--- src/rtl/calc_pkg.sv ---
// Shared calculator widths, command/response encodings and the response-entry
// types carried through the result pipes and the response FIFO.
package calc_pkg;

  localparam int unsigned CALC_CMD_WIDTH   = 4;
  localparam int unsigned CALC_DATA_WIDTH  = 32;
  localparam int unsigned CALC_TAG_WIDTH   = 2;
  localparam int unsigned CALC_RESP_WIDTH  = 2;
  localparam int unsigned CALC_SHAMT_WIDTH = 5;

  localparam logic [CALC_CMD_WIDTH-1:0] CALC_CMD_NOP = CALC_CMD_WIDTH'(0);
  localparam logic [CALC_CMD_WIDTH-1:0] CALC_CMD_ADD = CALC_CMD_WIDTH'(1);
  localparam logic [CALC_CMD_WIDTH-1:0] CALC_CMD_SUB = CALC_CMD_WIDTH'(2);
  localparam logic [CALC_CMD_WIDTH-1:0] CALC_CMD_SHL = CALC_CMD_WIDTH'(5);
  localparam logic [CALC_CMD_WIDTH-1:0] CALC_CMD_SHR = CALC_CMD_WIDTH'(6);

  localparam logic [CALC_RESP_WIDTH-1:0] CALC_RESP_NONE = 2'b00;
  localparam logic [CALC_RESP_WIDTH-1:0] CALC_RESP_OK   = 2'b01;
  localparam logic [CALC_RESP_WIDTH-1:0] CALC_RESP_ERR  = 2'b10;

  typedef struct packed {
    logic [CALC_RESP_WIDTH-1:0] resp;
    logic [CALC_DATA_WIDTH-1:0] data;
    logic [CALC_TAG_WIDTH-1:0]  tag;
  } calc_resp_t;

  typedef struct packed {
    logic       valid;
    calc_resp_t ent;
  } calc_stage_t;

  // Shifts take the long pipe; everything else (including invalid) the short one.
  function automatic logic calc_is_shift(input logic [CALC_CMD_WIDTH-1:0] cmd);
    return (cmd == CALC_CMD_SHL) || (cmd == CALC_CMD_SHR);
  endfunction

endpackage

--- src/rtl/calc_resp_fifo.sv ---
// Response FIFO with two write ports (port 0 is the older entry and lands first)
// and one read port; the head is presented as zero while empty.
module calc_resp_fifo
  import calc_pkg::*;
#(
  parameter int unsigned DEPTH = 4
) (
  input  logic       clk,
  input  logic       rst,
  input  logic       i_wr0,
  input  calc_resp_t i_wr0_data,
  input  logic       i_wr1,
  input  calc_resp_t i_wr1_data,
  input  logic       i_rd,
  output calc_resp_t o_rd_data
);

  localparam int unsigned PW  = (DEPTH > 1) ? $clog2(DEPTH) : 1;
  localparam int unsigned CW  = $clog2(DEPTH + 1);
  localparam int unsigned CW1 = CW + 1;

  calc_resp_t     r_mem [DEPTH];
  logic [PW-1:0]  r_wptr;
  logic [PW-1:0]  r_rptr;
  logic [CW-1:0]  r_count;
  logic [PW-1:0]  w_wptr_p1;
  logic [PW-1:0]  w_wptr_p2;
  logic [1:0]     w_nwr;
  logic           w_pop;
  logic [CW1-1:0] w_count_nxt;

  function automatic logic [PW-1:0] ptr_inc(input logic [PW-1:0] p);
    return (p == PW'(DEPTH - 1)) ? '0 : p + PW'(1);
  endfunction

  assign w_wptr_p1   = ptr_inc(r_wptr);
  assign w_wptr_p2   = ptr_inc(w_wptr_p1);
  assign w_nwr       = {1'b0, i_wr0} + {1'b0, i_wr1};
  assign w_pop       = i_rd && (r_count != '0);
  assign w_count_nxt = CW1'(r_count) + CW1'(w_nwr) - CW1'(w_pop);
  assign o_rd_data   = (r_count != '0) ? r_mem[r_rptr] : '0;

  // A lone port-1 write takes the current slot so entries stay contiguous.
  always_ff @(posedge clk) begin
    if (i_wr0) r_mem[r_wptr] <= i_wr0_data;
    if (i_wr1) r_mem[i_wr0 ? w_wptr_p1 : r_wptr] <= i_wr1_data;
  end

  always_ff @(posedge clk) begin
    if (rst) begin
      r_wptr  <= '0;
      r_rptr  <= '0;
      r_count <= '0;
    end else begin
      case ({i_wr0, i_wr1})
        2'b11:        r_wptr <= w_wptr_p2;
        2'b10, 2'b01: r_wptr <= w_wptr_p1;
        default:      r_wptr <= r_wptr;
      endcase
      if (w_pop) r_rptr <= ptr_inc(r_rptr);
      r_count <= w_count_nxt[CW-1:0];
    end
  end

  a_no_overflow: assert property (@(posedge clk) disable iff (rst)
    w_count_nxt <= CW1'(DEPTH));

endmodule

--- src/rtl/calc_port_responder.sv ---
// Two-cycle request port (command + operand 1, then operand 2) feeding an ALU
// pipe and a longer shift pipe that merge, shift-first, into a response FIFO.
module calc_port_responder
  import calc_pkg::*;
#(
  parameter int unsigned ALU_LAT    = 2,
  parameter int unsigned SHF_LAT    = 4,
  parameter int unsigned FIFO_DEPTH = 4
) (
  input  logic                       PClk,
  input  logic                       Rst,
  input  logic [CALC_CMD_WIDTH-1:0]  req_cmd_in,
  input  logic [CALC_DATA_WIDTH-1:0] req_data_in,
  input  logic [CALC_TAG_WIDTH-1:0]  req_tag_in,
  output logic [CALC_RESP_WIDTH-1:0] out_resp,
  output logic [CALC_DATA_WIDTH-1:0] out_data,
  output logic [CALC_TAG_WIDTH-1:0]  out_tag
);

  localparam logic [0:0] ST_IDLE = 1'b0;
  localparam logic [0:0] ST_OP2  = 1'b1;

  logic [0:0]                  r_state;
  logic [0:0]                  w_state_nxt;
  logic                        w_capture;
  logic                        w_issue;
  logic [CALC_CMD_WIDTH-1:0]   r_cmd;
  logic [CALC_TAG_WIDTH-1:0]   r_tag;
  logic [CALC_DATA_WIDTH-1:0]  r_op1;
  logic [CALC_DATA_WIDTH:0]    w_sum;
  logic [CALC_SHAMT_WIDTH-1:0] w_shamt;
  logic                        w_is_shift;
  calc_resp_t                  w_result;
  calc_stage_t                 w_alu_in;
  calc_stage_t                 w_shf_in;
  calc_stage_t                 r_alu_pipe [ALU_LAT];
  calc_stage_t                 r_shf_pipe [SHF_LAT];
  calc_resp_t                  w_fifo_head;

  always_ff @(posedge PClk) begin
    if (Rst) r_state <= ST_IDLE;
    else     r_state <= w_state_nxt;
  end

  // OP2 always returns to IDLE, so the command input is never looked at there.
  always_comb begin
    w_state_nxt = r_state;
    w_capture   = 1'b0;
    w_issue     = 1'b0;
    case (r_state)
      ST_IDLE: begin
        if (req_cmd_in != CALC_CMD_NOP) begin
          w_state_nxt = ST_OP2;
          w_capture   = 1'b1;
        end
      end
      ST_OP2: begin
        w_state_nxt = ST_IDLE;
        w_issue     = 1'b1;
      end
      default: w_state_nxt = ST_IDLE;
    endcase
  end

  always_ff @(posedge PClk) begin
    if (Rst) begin
      r_cmd <= '0;
      r_tag <= '0;
      r_op1 <= '0;
    end else if (w_capture) begin
      r_cmd <= req_cmd_in;
      r_tag <= req_tag_in;
      r_op1 <= req_data_in;
    end
  end

  assign w_sum      = {1'b0, r_op1} + {1'b0, req_data_in};
  assign w_shamt    = req_data_in[CALC_SHAMT_WIDTH-1:0];
  assign w_is_shift = calc_is_shift(r_cmd);

  // Error responses always carry zero data.
  always_comb begin
    w_result = '{resp: CALC_RESP_ERR, data: '0, tag: r_tag};
    case (r_cmd)
      CALC_CMD_ADD: begin
        if (!w_sum[CALC_DATA_WIDTH]) begin
          w_result.resp = CALC_RESP_OK;
          w_result.data = w_sum[CALC_DATA_WIDTH-1:0];
        end
      end
      CALC_CMD_SUB: begin
        if (req_data_in <= r_op1) begin
          w_result.resp = CALC_RESP_OK;
          w_result.data = r_op1 - req_data_in;
        end
      end
      CALC_CMD_SHL: begin
        w_result.resp = CALC_RESP_OK;
        w_result.data = r_op1 << w_shamt;
      end
      CALC_CMD_SHR: begin
        w_result.resp = CALC_RESP_OK;
        w_result.data = r_op1 >> w_shamt;
      end
      default: ;
    endcase
  end

  assign w_alu_in = '{valid: w_issue && !w_is_shift, ent: w_result};
  assign w_shf_in = '{valid: w_issue &&  w_is_shift, ent: w_result};

  always_ff @(posedge PClk) begin
    if (Rst) begin
      for (int unsigned i = 0; i < ALU_LAT; i++) r_alu_pipe[i] <= '0;
      for (int unsigned i = 0; i < SHF_LAT; i++) r_shf_pipe[i] <= '0;
    end else begin
      r_alu_pipe[0] <= w_alu_in;
      r_shf_pipe[0] <= w_shf_in;
      for (int unsigned i = 1; i < ALU_LAT; i++) r_alu_pipe[i] <= r_alu_pipe[i-1];
      for (int unsigned i = 1; i < SHF_LAT; i++) r_shf_pipe[i] <= r_shf_pipe[i-1];
    end
  end

  // The shift result was issued earlier, so it takes the older write port.
  calc_resp_fifo #(
    .DEPTH (FIFO_DEPTH)
  ) u_fifo (
    .clk        (PClk),
    .rst        (Rst),
    .i_wr0      (r_shf_pipe[SHF_LAT-1].valid),
    .i_wr0_data (r_shf_pipe[SHF_LAT-1].ent),
    .i_wr1      (r_alu_pipe[ALU_LAT-1].valid),
    .i_wr1_data (r_alu_pipe[ALU_LAT-1].ent),
    .i_rd       (1'b1),
    .o_rd_data  (w_fifo_head)
  );

  assign out_resp = w_fifo_head.resp;
  assign out_data = w_fifo_head.data;
  assign out_tag  = w_fifo_head.tag;

endmodule
--- config.mk ---
export PLATFORM = sky130hd
export DESIGN_NAME = calc_port_responder
export DESIGN_NICKNAME = d
export VERILOG_FILES = /design/src/rtl/calc_pkg.sv /design/src/rtl/calc_resp_fifo.sv /design/src/rtl/calc_port_responder.sv
export SDC_FILE = /design/constraint.sdc
export NUM_CORES = 1
export LEC_CHECK = 0
export BUFFER_PORTS_ARGS = -buffer_cell sky130_fd_sc_hd__buf_2
export CAP_MARGIN = 20
export CELL_PAD_IN_SITES_DETAIL_PLACEMENT = 2
export CELL_PAD_IN_SITES_GLOBAL_PLACEMENT = 2
export CORE_MARGIN = 5
export CORE_UTILIZATION = 38
export CTS_BUF_LIST = sky130_fd_sc_hd__clkbuf_2 sky130_fd_sc_hd__clkbuf_4 sky130_fd_sc_hd__clkbuf_8
export CTS_CLUSTER_DIAMETER = 100
export DETAILED_ROUTE_END_ITERATION = 8
export GPL_TIMING_DRIVEN = 0
export PLACE_DENSITY = 0.76
export SLEW_MARGIN = 20
export SYNTH_ARGS = -nofsm -noshare
export SYNTH_HDL_FRONTEND = slang
export SYNTH_SLANG_ARGS = --single-unit
--- constraint.sdc ---
create_clock -name PClk -period 3.5 [get_ports PClk]
set_clock_uncertainty 0.1 [all_clocks]
set_input_delay 0.175 -clock PClk [delete_from_list [all_inputs] [get_ports PClk]]
set_output_delay 0.175 -clock PClk [all_outputs]
set_load 0.02 [all_outputs]
Word-level counts from Yosys, hierarchy flattened. Memory sizes are Yosys's and may differ from the RTL's. A register that Yosys moved wholly into a read port is not among the register bits. Cells that the tools add are included.

Register bits after elaboration: 46. Memory bits (writable): 366. Bits of input ports: 40. Output and inout port bits: 36. Word-level logic and storage cells: 74. Memories kept: 3.

Memories: r_shf_pipe (depth 4, bits a word 37, read ports 4, clocked after Yosys merged registers in 0, wr ports 4, line calc_port_responder.sv:37) `calc_stage_t r_shf_pipe [SHF_LAT];`; u_fifo.r_mem (depth 4, bits a word 36, read ports 1, clocked after Yosys merged registers in 1, wr ports 2, line calc_resp_fifo.sv:22) `calc_resp_t r_mem [DEPTH];`; r_alu_pipe (depth 2, bits a word 37, read ports 2, clocked after Yosys merged registers in 0, wr ports 2, line calc_port_responder.sv:36) `calc_stage_t r_alu_pipe [ALU_LAT];`.

Add/sub/neg operators: 8. $lt $le $gt $ge: 1. Eq/ne operators: 10. Shift operators: 2. Mux-type cells: 28. Bitwise gates (word level): 7. Reductions and logical operators: 8.

Operators with widths (count): 37-bit two-way mux (6); 34-bit one-hot mux with 4 select lines (1); 34-bit two-way mux (2); 36-bit two-way mux (1); 32-bit by 32-bit adder with 33-bit output (1); 32-bit <= comparator (1); 32-bit by 5-bit left shift with 32-bit output (1); 32-bit by 5-bit >> shifter with 32-bit output (1); 32-bit subtractor (1); 2-bit two-way mux (6); 2-bit == test, second input constant (5); 1-bit two-way mux (10); 4-bit by 3-bit == test with 1-bit output, second input constant (2); 2-bit by 1-bit adder with 2-bit output, second input constant (3); 1-bit bitwise OR (6); 4-bit by 1-bit == test with 1-bit output, second input constant (1); 4-bit by 2-bit == test with 1-bit output, second input constant (1); 2-bit one-hot mux with 2 select lines (1); 4-bit nonzero test (1); 3-bit by 2-bit adder with 3-bit output (1); 3-bit nonzero test (1); 3-bit by 1-bit subtractor with 3-bit output (1); 1-bit by 1-bit adder with 2-bit output (1); 2-bit by 1-bit == test with 1-bit output, second input constant (1); 7 further kinds (8).

Logic depth before layout (Yosys ltp). Gate-level depths: netlist of the first run.

Depth in word-level cells: 5. Depth in mapped cells: 16. Depth with buffers taken out: 12.

Cells and area by module. From an unflattened synthesis of the first run, not the netlist that was laid out.

Cells, all modules: 2081. Area total of the unflattened synthesis: 20515.9 µm².

Modules (own cells, without submodules): calc_port_responder (instances 1, cells an instance 1634, area each 12697.2 µm²); calc_resp_fifo (instances 1, cells an instance 447, area each 7818.7 µm²).

Worst setup path before layout of the first run. No wires, ideal clock.

Path type: input-to-reg. From: input port req_data_in[2]. To: memory r_shf_pipe[0][10] (netlist name). Data arrival time: 3.365 ns. Data required time: 3.268 ns. Slack: -0.098 ns. Stages: 16. Buffers on the path: 5. Cells stage by stage: clkbuf_1 > inv_1 > clkbuf_1 > clkbuf_1 > ha_1 > buf_2 > nand3b_1 > a21oi_1 > o31ai_1 > a211oi_2 > o31ai_4 > inv_1 > buf_2 > a221oi_2 > o21bai_1 > a21oi_1.

RTL lines: from (decl) (line calc_port_responder.sv:13) `input logic [CALC_DATA_WIDTH-1:0] req_data_in,`; to (decl) (line calc_port_responder.sv:37).

==> impl_results.md, run 1 <==
- CP endpoint kind: register
- Yosys warning total: 0
- Global-route wire length before repair: 130 mm
- RSZ-0062 raised after global routing: true
- Worst setup SP type: register
- Worst vdd ir: between 0.2 and 0.3 mV
- Clk_lat worst skew: 0.69 ns
- Max Cap Viol: 0
- FF+latch count, synth: approximately 340
- Layout cell share with drive strength beyond 1: roughly 29%
- Largest net degree at the start of global routing: 23
- Sequential share of the synthesized area: 40.9%
- Initial antenna violation count: 1
- Pre-CTS WS: -2.47 ns
- # rows: 84
- Die area: approximately 58000 µm²
- Outcome: finished, violations left
- DRT Wirelength: between 80 and 90 mm
- WL/cell: 30.0 µm
- Overflow after GRT: 0
- Worst-path maximum fanout: 8
- Commonest non-fill, non-tap cell in the layout: dfxtp_1
- Failing checks: negative setup slack
- Via Count: between 15000 and 20000
- Die X: between 200 and 250 µm
- Crit path required time: a little under 4 ns
- Remaining DRCs: 0
- Io pins: 76
- Clock-pin slew on the worst setup and hold paths: ~0.060 ns
- Syn Area/Cell: 10.0 µm²
- Total CTS buffers: 57
- Mapped Area: approximately 20000 µm²
- Setup slack after layout: -0.00966 ns
- Tmin final: roughly 3.5 ns
- Commonest non-fill, non-tap cells in the layout: dfxtp_1, a21oi_1, nand2_1, mux2_2, nor2_1
- Post-synth EDFFs: approximately 140
- P_leak: roughly 0.0097 µW
- Vias per inst: around 5.9
- Final Hold Viols: 0
- Cells after Synth: roughly 2000
- Final Slew Violations: 0
- Starting density of the core: slightly below 40%
- Area grow syn2layout: 20.3%
- PwrDens: around 460 nW/µm²
- Period utilisation layout: 100%
- Syn Nets: approximately 2100
- Total track usage: between 30% and 40%
- Core area: 52700 µm²
- Gpl congestion: approximately 0.98
- Starting DRC count in detailed routing: 1003
- Htree depth: 2
- I/O Buffers: 75
- Netlist cell types: 89
- Prevailing post-synth register cell: dfxtp_1
- Worst Path Class, Setup: reg -> reg
- Clock sinks: around 340
- Worst-margin pin slew: approximately 1.2 ns
- Final setup violating endpoints: 1
- CTS Buffer Depth: 3
- Final ANT Viol Nets: 0
- Final nets: around 2300
- Die height: between 200 and 250 µm
- Root Driver: clkbuf_8
- Fmax: ~0.28 GHz
- Asr flop ratio synth: 0%
- Slew HR: around 18%
- Drt pass-1 iters: 7
- Vias in the first global route: just under 20000
- Tot Pwr: roughly 11000 µW
- CTS tree: done
- DPL Wire Length: about 66 mm
- Arr. time, crit path: just under 4 ns
- Hold WC Path Type: in -> reg
-- cell usage after synthesis, types with 7 or more instances --
| library cell | instances | share of area, % |
|---|---|---|
| dfxtp_1 | 198 | 20 |
| a21oi_1 | 174 | 4.3 |
| nand2_1 | 163 | 3.0 |
| mux2_2 | 155 | 8.6 |
| nor2_1 | 151 | 2.8 |
| edfxtp_1 | 144 | 21 |
| nor2b_1 | 130 | 4.0 |
| clkbuf_1 | 85 | 1.6 |
| inv_1 | 75 | 1.4 |
| ha_1 | 72 | 4.4 |
| mux4_2 | 71 | 7.9 |
| o21ai_0 | 71 | 1.8 |
| mux2i_1 | 49 | 2.4 |
| and2_1 | 40 | 1.2 |
| buf_2 | 35 | 0.86 |
| o22ai_1 | 34 | 1.0 |
| nor3_1 | 31 | 0.77 |
| nand2b_1 | 21 | 0.65 |
| a21o_1 | 19 | 0.70 |
| a31oi_1 | 19 | 0.59 |
| a211oi_1 | 18 | 0.67 |
| o21ai_1 | 18 | 0.44 |
| xnor2_1 | 18 | 0.78 |
| nand3_1 | 15 | 0.37 |
| buf_1 | 14 | 0.26 |
| o21bai_1 | 12 | 0.44 |
| o31ai_1 | 12 | 0.44 |
| a221oi_1 | 11 | 0.48 |
| o211ai_1 | 11 | 0.41 |
| nand4_1 | 9 | 0.28 |
| nor4_1 | 9 | 0.28 |
| or3_1 | 9 | 0.28 |
| a22oi_1 | 8 | 0.30 |
| a22o_1 | 7 | 0.30 |
| o221ai_1 | 7 | 0.30 |
-- state kept, by name (all words and copies together) (netlist names), named ones only --
name and flops:
r_alu_pipe 2, u_fifo.r_count 3, u_fifo.r_wptr 2, r_tag 2
u_fifo.r_mem 144, u_fifo.r_rptr 2, r_op1 32, r_state 1
r_cmd 4, r_shf_pipe 148
-- cell type report --
type / instances / area (µm²)
diodes: 2 / 5.00
plain buffers: 136 / 734
clock buffers: 92 / 1100
clock inverters: 16 / 125
fillers: 5440 / 28300
inverters: 80 / 305
multi-input cells: 1457 / 11600
flip-flops and latches: 342 / 8370
well taps: 688 / 861
repair buffers: 158 / 1250
-- final timing paths --
kind,depth (start not counted),start,slack [ns],to
min,5,req_data_in[3],0.17,r_shf_pipe[0][25]
max reg2reg,11,r_op1[31],-0.01,r_shf_pipe[0][16]
min reg2reg,1,r_shf_pipe[2][14],0.30,r_shf_pipe[3][14]
max,11,r_op1[31],-0.01,r_shf_pipe[0][16]
-- power breakdown --
part / total (µW) / switching [µW] / internal (µW)
clock: 3830 / 1760 / 2070
sequential: 4420 / 179 / 4240
combinational: 2910 / 1810 / 1100
-- layer usage --
metal / part of all wire [%] / vias up / track usage [%]
li1: - / 7816 / -
met1: 40 / 8977 / 36.1
met2: 51 / 523 / 53.9
met3: 5.0 / 169 / 5.03
met4: 4.3 / 0 / 11.9
met5: 0 / - / 0
-- kinds of logic (layout without fill, tap and decap cells) --
logic type / after synthesis / count (layout) / share of synthesized area, %
AO/OA/AOI/OAI: 478 / 478 / 15.1
adder cells (fa/ha/maj): 76 / 76 / 4.84
flip-flops: 342 / 342 / 40.9
XOR/XNOR: 20 / 20 / 0.864
AND/OR/NAND/NOR: 608 / 608 / 15.0
multiplexers: 275 / 275 / 18.9
other: 0 / 2 / 0
buffers and inverters: 220 / 482 / 4.42
-- what timing repair did --
action / in CTS / in global routing
gates resized for setup: 148 / 76
hold buffers: 35 / 0
pin swaps: 36 / 15
setup endpoints to repair: 155 / 62
cloned: 1 / 0
endpoints found under the hold margin: 35 / 0
setup buffers: 26 / 13
-- critical path, stage by stage, from the launching register on --
cell	delay (ns)
dfxtp_1	0.45
ha_1	0.34
clkbuf_1	0.43
nor2_1	0.12
a311oi_2	0.27
buf_4	0.16
nand3_2	0.12
buf_4	0.19
a21oi_4	0.32
buf_8	0.21
o21ai_0	0.14
a311oi_2	0.49
-- per-stage QoR --
stage | std cells | hold slack, ns | setup TNS (ns) | instance area, µm² | util (%)
2_1_floorplan | 2019 | 0.211 | 0 | 20300 | -
3_3_place_gp | 2782 | 0.315 | -225.17 | 21500 | 40.8
3_5_place_dp | 2790 | 0.326 | -84.27 | 21700 | 41.2
4_1_cts | 2958 | 0.0823 | -0.0735 | 24100 | 45.7
5_1_grt | 2970 | 0.181 | -0.341 | 24400 | 46.3
6_report | 2971 | 0.171 | -0.00966 | 24400 | 46.3
Note: power is estimated with default switching activity, not from simulation.
==> run 2: changes to the inputs <==
--- a/config.mk
+++ b/config.mk
@@ -5,18 +5,18 @@
 export SDC_FILE = /design/constraint.sdc
 export NUM_CORES = 1
 export LEC_CHECK = 0
-export BUFFER_PORTS_ARGS = -buffer_cell sky130_fd_sc_hd__buf_2
 export CAP_MARGIN = 20
 export CELL_PAD_IN_SITES_DETAIL_PLACEMENT = 2
 export CELL_PAD_IN_SITES_GLOBAL_PLACEMENT = 2
 export CORE_MARGIN = 5
-export CORE_UTILIZATION = 38
+export CORE_UTILIZATION = 40
 export CTS_BUF_LIST = sky130_fd_sc_hd__clkbuf_2 sky130_fd_sc_hd__clkbuf_4 sky130_fd_sc_hd__clkbuf_8
 export CTS_CLUSTER_DIAMETER = 100
 export DETAILED_ROUTE_END_ITERATION = 8
+export DONT_BUFFER_PORTS = 1
 export GPL_TIMING_DRIVEN = 0
-export PLACE_DENSITY = 0.76
-export SLEW_MARGIN = 20
+export PLACE_DENSITY = 0.77
+export SLEW_MARGIN = 30
 export SYNTH_ARGS = -nofsm -noshare
 export SYNTH_HDL_FRONTEND = slang
 export SYNTH_SLANG_ARGS = --single-unit
==> run 2 against run 1 <==
- the flow still finishes with violations (negative setup slack)
- register-to-register slack got worse by 0.16 ns
- global-route usage increased by 2.1 points
- wire length increased by 3.9%
- hold slack got worse by 0.12 ns
- non-clock buffer count decreased by 72
- via count increased by 0.98%
- cell count decreased by 3.1%
- sequential cell count unchanged
- critical path type unchanged
==> impl_results.md, run 2 (same netlist as run 1, synthesis figures left out) <==
- RSZ-0062 raised after global routing: true
- Final nets: between 2000 and 2500
- Commonest non-fill, non-tap cells in the layout: dfxtp_1, a21oi_1, nand2_1, mux2_2, nor2_1
- Vias per inst: ~6.1
- WL/cell: 32.2 µm
- Hold path endpoint: r_shf_pipe[0][3]
- Hold Crit Depth: 4
- PwrDens: around 460 nW/µm²
- Commonest non-fill, non-tap cell in the layout: dfxtp_1
- Clock sinks: 342
- Clock-pin slew on the worst setup and hold paths: approximately 0.060 ns
- Sequential cell area: between 8000 and 9000 µm²
- P_leak: a little over 0.009 µW
- Worst stage delay on the critical path: around 0.37 ns
- Area grow syn2layout: 17.9%
- Design area: 23900 µm²
- Reg2Reg Depth: 17
- Setup slack after layout: -0.171 ns
- Overflow after GRT: 0
- Via Count: roughly 18000
- Outcome: finished, violations left
- Final Hold Viols: 0
- DRT Wirelength: approximately 90 mm
- Reg power frac: roughly two fifths
- Max Cap Viol: 0
- Logic pwr share: roughly a quarter
- Largest net degree at the start of global routing: 37
- Final ANT Viol Nets: 0
- Final Slew Violations: 0
- Worst vdd ir: approximately 0.26 mV
- Placed Area: between 20000 and 25000 µm²
- Largest regs: r_shf_pipe x148, u_fifo.r_mem x144, r_op1 x32
- Util after Layout: between 40% and 50%
- Layout cell share with drive strength beyond 1: 26.3%
- Tmin final: approximately 3.7 ns
- I/O Buffers: 0
- Die area: between 50000 and 60000 µm²
- Worst-margin pin slew: 1.17 ns
- Htree depth: 2
- Vias in the first global route: 19280
- Slowest stage cell, crit path: dfxtp_4
- Origin of the worst min-delay path: req_data_in[0]
- Worst Path Class, Setup: reg -> reg
- CP endpoint kind: register
- # rows: 82
- Total track usage: 32.2%
- DPL Wire Length: 64.6 mm
- Drt pass-1 iters: 5
- Critical R2R Capture: r_shf_pipe[0][7]
- Fill cells: approximately 5100
- Gpl congestion: 0.989
- Reg with most FFs: r_shf_pipe
- CTS tree: done
- Flip-flop count of the largest register after layout: between 100 and 150
- Starting density of the core: between 40% and 50%
- Starting DRC count in detailed routing: between 1000 and 1500
- Die height: 235 µm
- Failing checks: negative setup slack
- Worst setup SP type: register
- Net Sw Power: 3760 µW
- Total CTS buffers: 55
- Initial antenna violation count: 3
- Hold WS: approximately 0.051 ns
- Die X: approximately 240 µm
- Worst-path maximum fanout: 5
- Cell chain of the critical path: ha_4 > inv_2 > fa_2 > o21bai_1 > o211ai_1 > buf_4 > a211oi_4 > buf_12 > and4b_1 > a21oi_4 > buf_6 > a21oi_4 > buf_4 > buf_16 > a22o_1 > o21ai_2 > a21oi_1
- Area of the multi-input gates: between 10000 and 15000 µm²
- Final setup violating endpoints: 22
- Io pins: 76
- Internal reg-to-reg setup slack: -0.17 ns
- Internal Power: roughly 7300 µW
- Crit path required time: slightly below 4 ns
- Fmax: between 0.2 and 0.3 GHz
- Period utilisation layout: 105%
- Arr. time, crit path: between 4 and 5 ns
- R2r startpoint: r_op1[0]
- Clk_lat worst skew: about 0.68 ns
- CTS Buffer Depth: 3
- Hold WC Path Type: in -> reg
- Clk pwr share: approximately a third
- Slew HR: around 22%
- Root Driver: clkbuf_8
- Remaining DRCs: 0
- Sw Share: ~34%
- Core area: 50200 µm²
- Global-route wire length before repair: 135 mm
[run 2: what timing repair did]
action                     CTS  global route
pin swaps                   21            28
hold buffers                36             1
setup endpoints to repair  208            33
resized for setup          128            73
cloned                       1             1
hold endpoints to repair    36             1
setup buffers               24            18
[run 2: worst max path at each step]
stage                         from                end  cells after the start
finish                    r_op1[0]   r_shf_pipe[0][7]                     17
global route              r_op1[0]   r_shf_pipe[0][7]                     17
CTS                       r_op1[0]   r_shf_pipe[0][2]                     16
detailed placement  req_data_in[3]   r_shf_pipe[0][2]                     13
global placement    req_data_in[3]   r_shf_pipe[0][2]                     13
floorplan           req_data_in[2]  r_shf_pipe[0][10]                     16
[run 2: power groups by stage]
stage | Sequential (µW) | Clock (µW) | Combinational, µW
2_1_floorplan | 4400 | 0 | 1750
3_3_place_gp | 4460 | 0 | 2430
5_1_grt | 4430 | 4110 | 2980
3_5_place_dp | 4470 | 0 | 2530
6_report | 4420 | 3860 | 2820
4_1_cts | 4430 | 3900 | 2700
[run 2: area by class of cell]
cell class | count | share of cell area (%)
Multi-Input combinational cell | 1457 | 48.8
Sequential cell | 342 | 34.9
Clock buffer | 93 | 4.68
Tap cell | 672 | 3.52
Timing Repair Buffer | 84 | 3.39
Buffer | 138 | 2.96
Inverter | 80 | 1.26
Clock inverter | 11 | 0.398
Antenna cell | 3 | 0.0314
[run 2: worst max-delay path: cells and delay by family, from the launching register on]
| family | cells | cell delay [ns] |
|---|---|---|
| compound gates | 8 | 1.46 |
| fa+ha+maj | 2 | 0.50 |
| buf+inv | 6 | 0.83 |
| flops | 1 | 0.37 |
| simple gates | 1 | 0.22 |
[run 2: metal layers]
metal | track usage, % | vias up | wire [µm]
met2 | 57.7 | 659 | 46900
met4 | 11.7 | 0 | 3950
met1 | 39.7 | 9150 | 37000
met3 | 4.53 | 179 | 4940
met5 | 0 | - | 0
li1 | - | 7668 | -
[run 2: through the flow]
stage | setup slack (ns) | setup TNS [ns] | instances | total power [µW]
6_report | -0.171 | -1.83 | 2880 | 11100
5_1_grt | -0.193 | -2.74 | 2878 | 11500
4_1_cts | -0.0672 | -0.112 | 2858 | 11000
3_5_place_dp | -2.15 | -70.68 | 2694 | 7010
3_3_place_gp | -2.23 | -213.73 | 2691 | 6890
2_1_floorplan | 0.0354 | 0 | 2019 | 6150
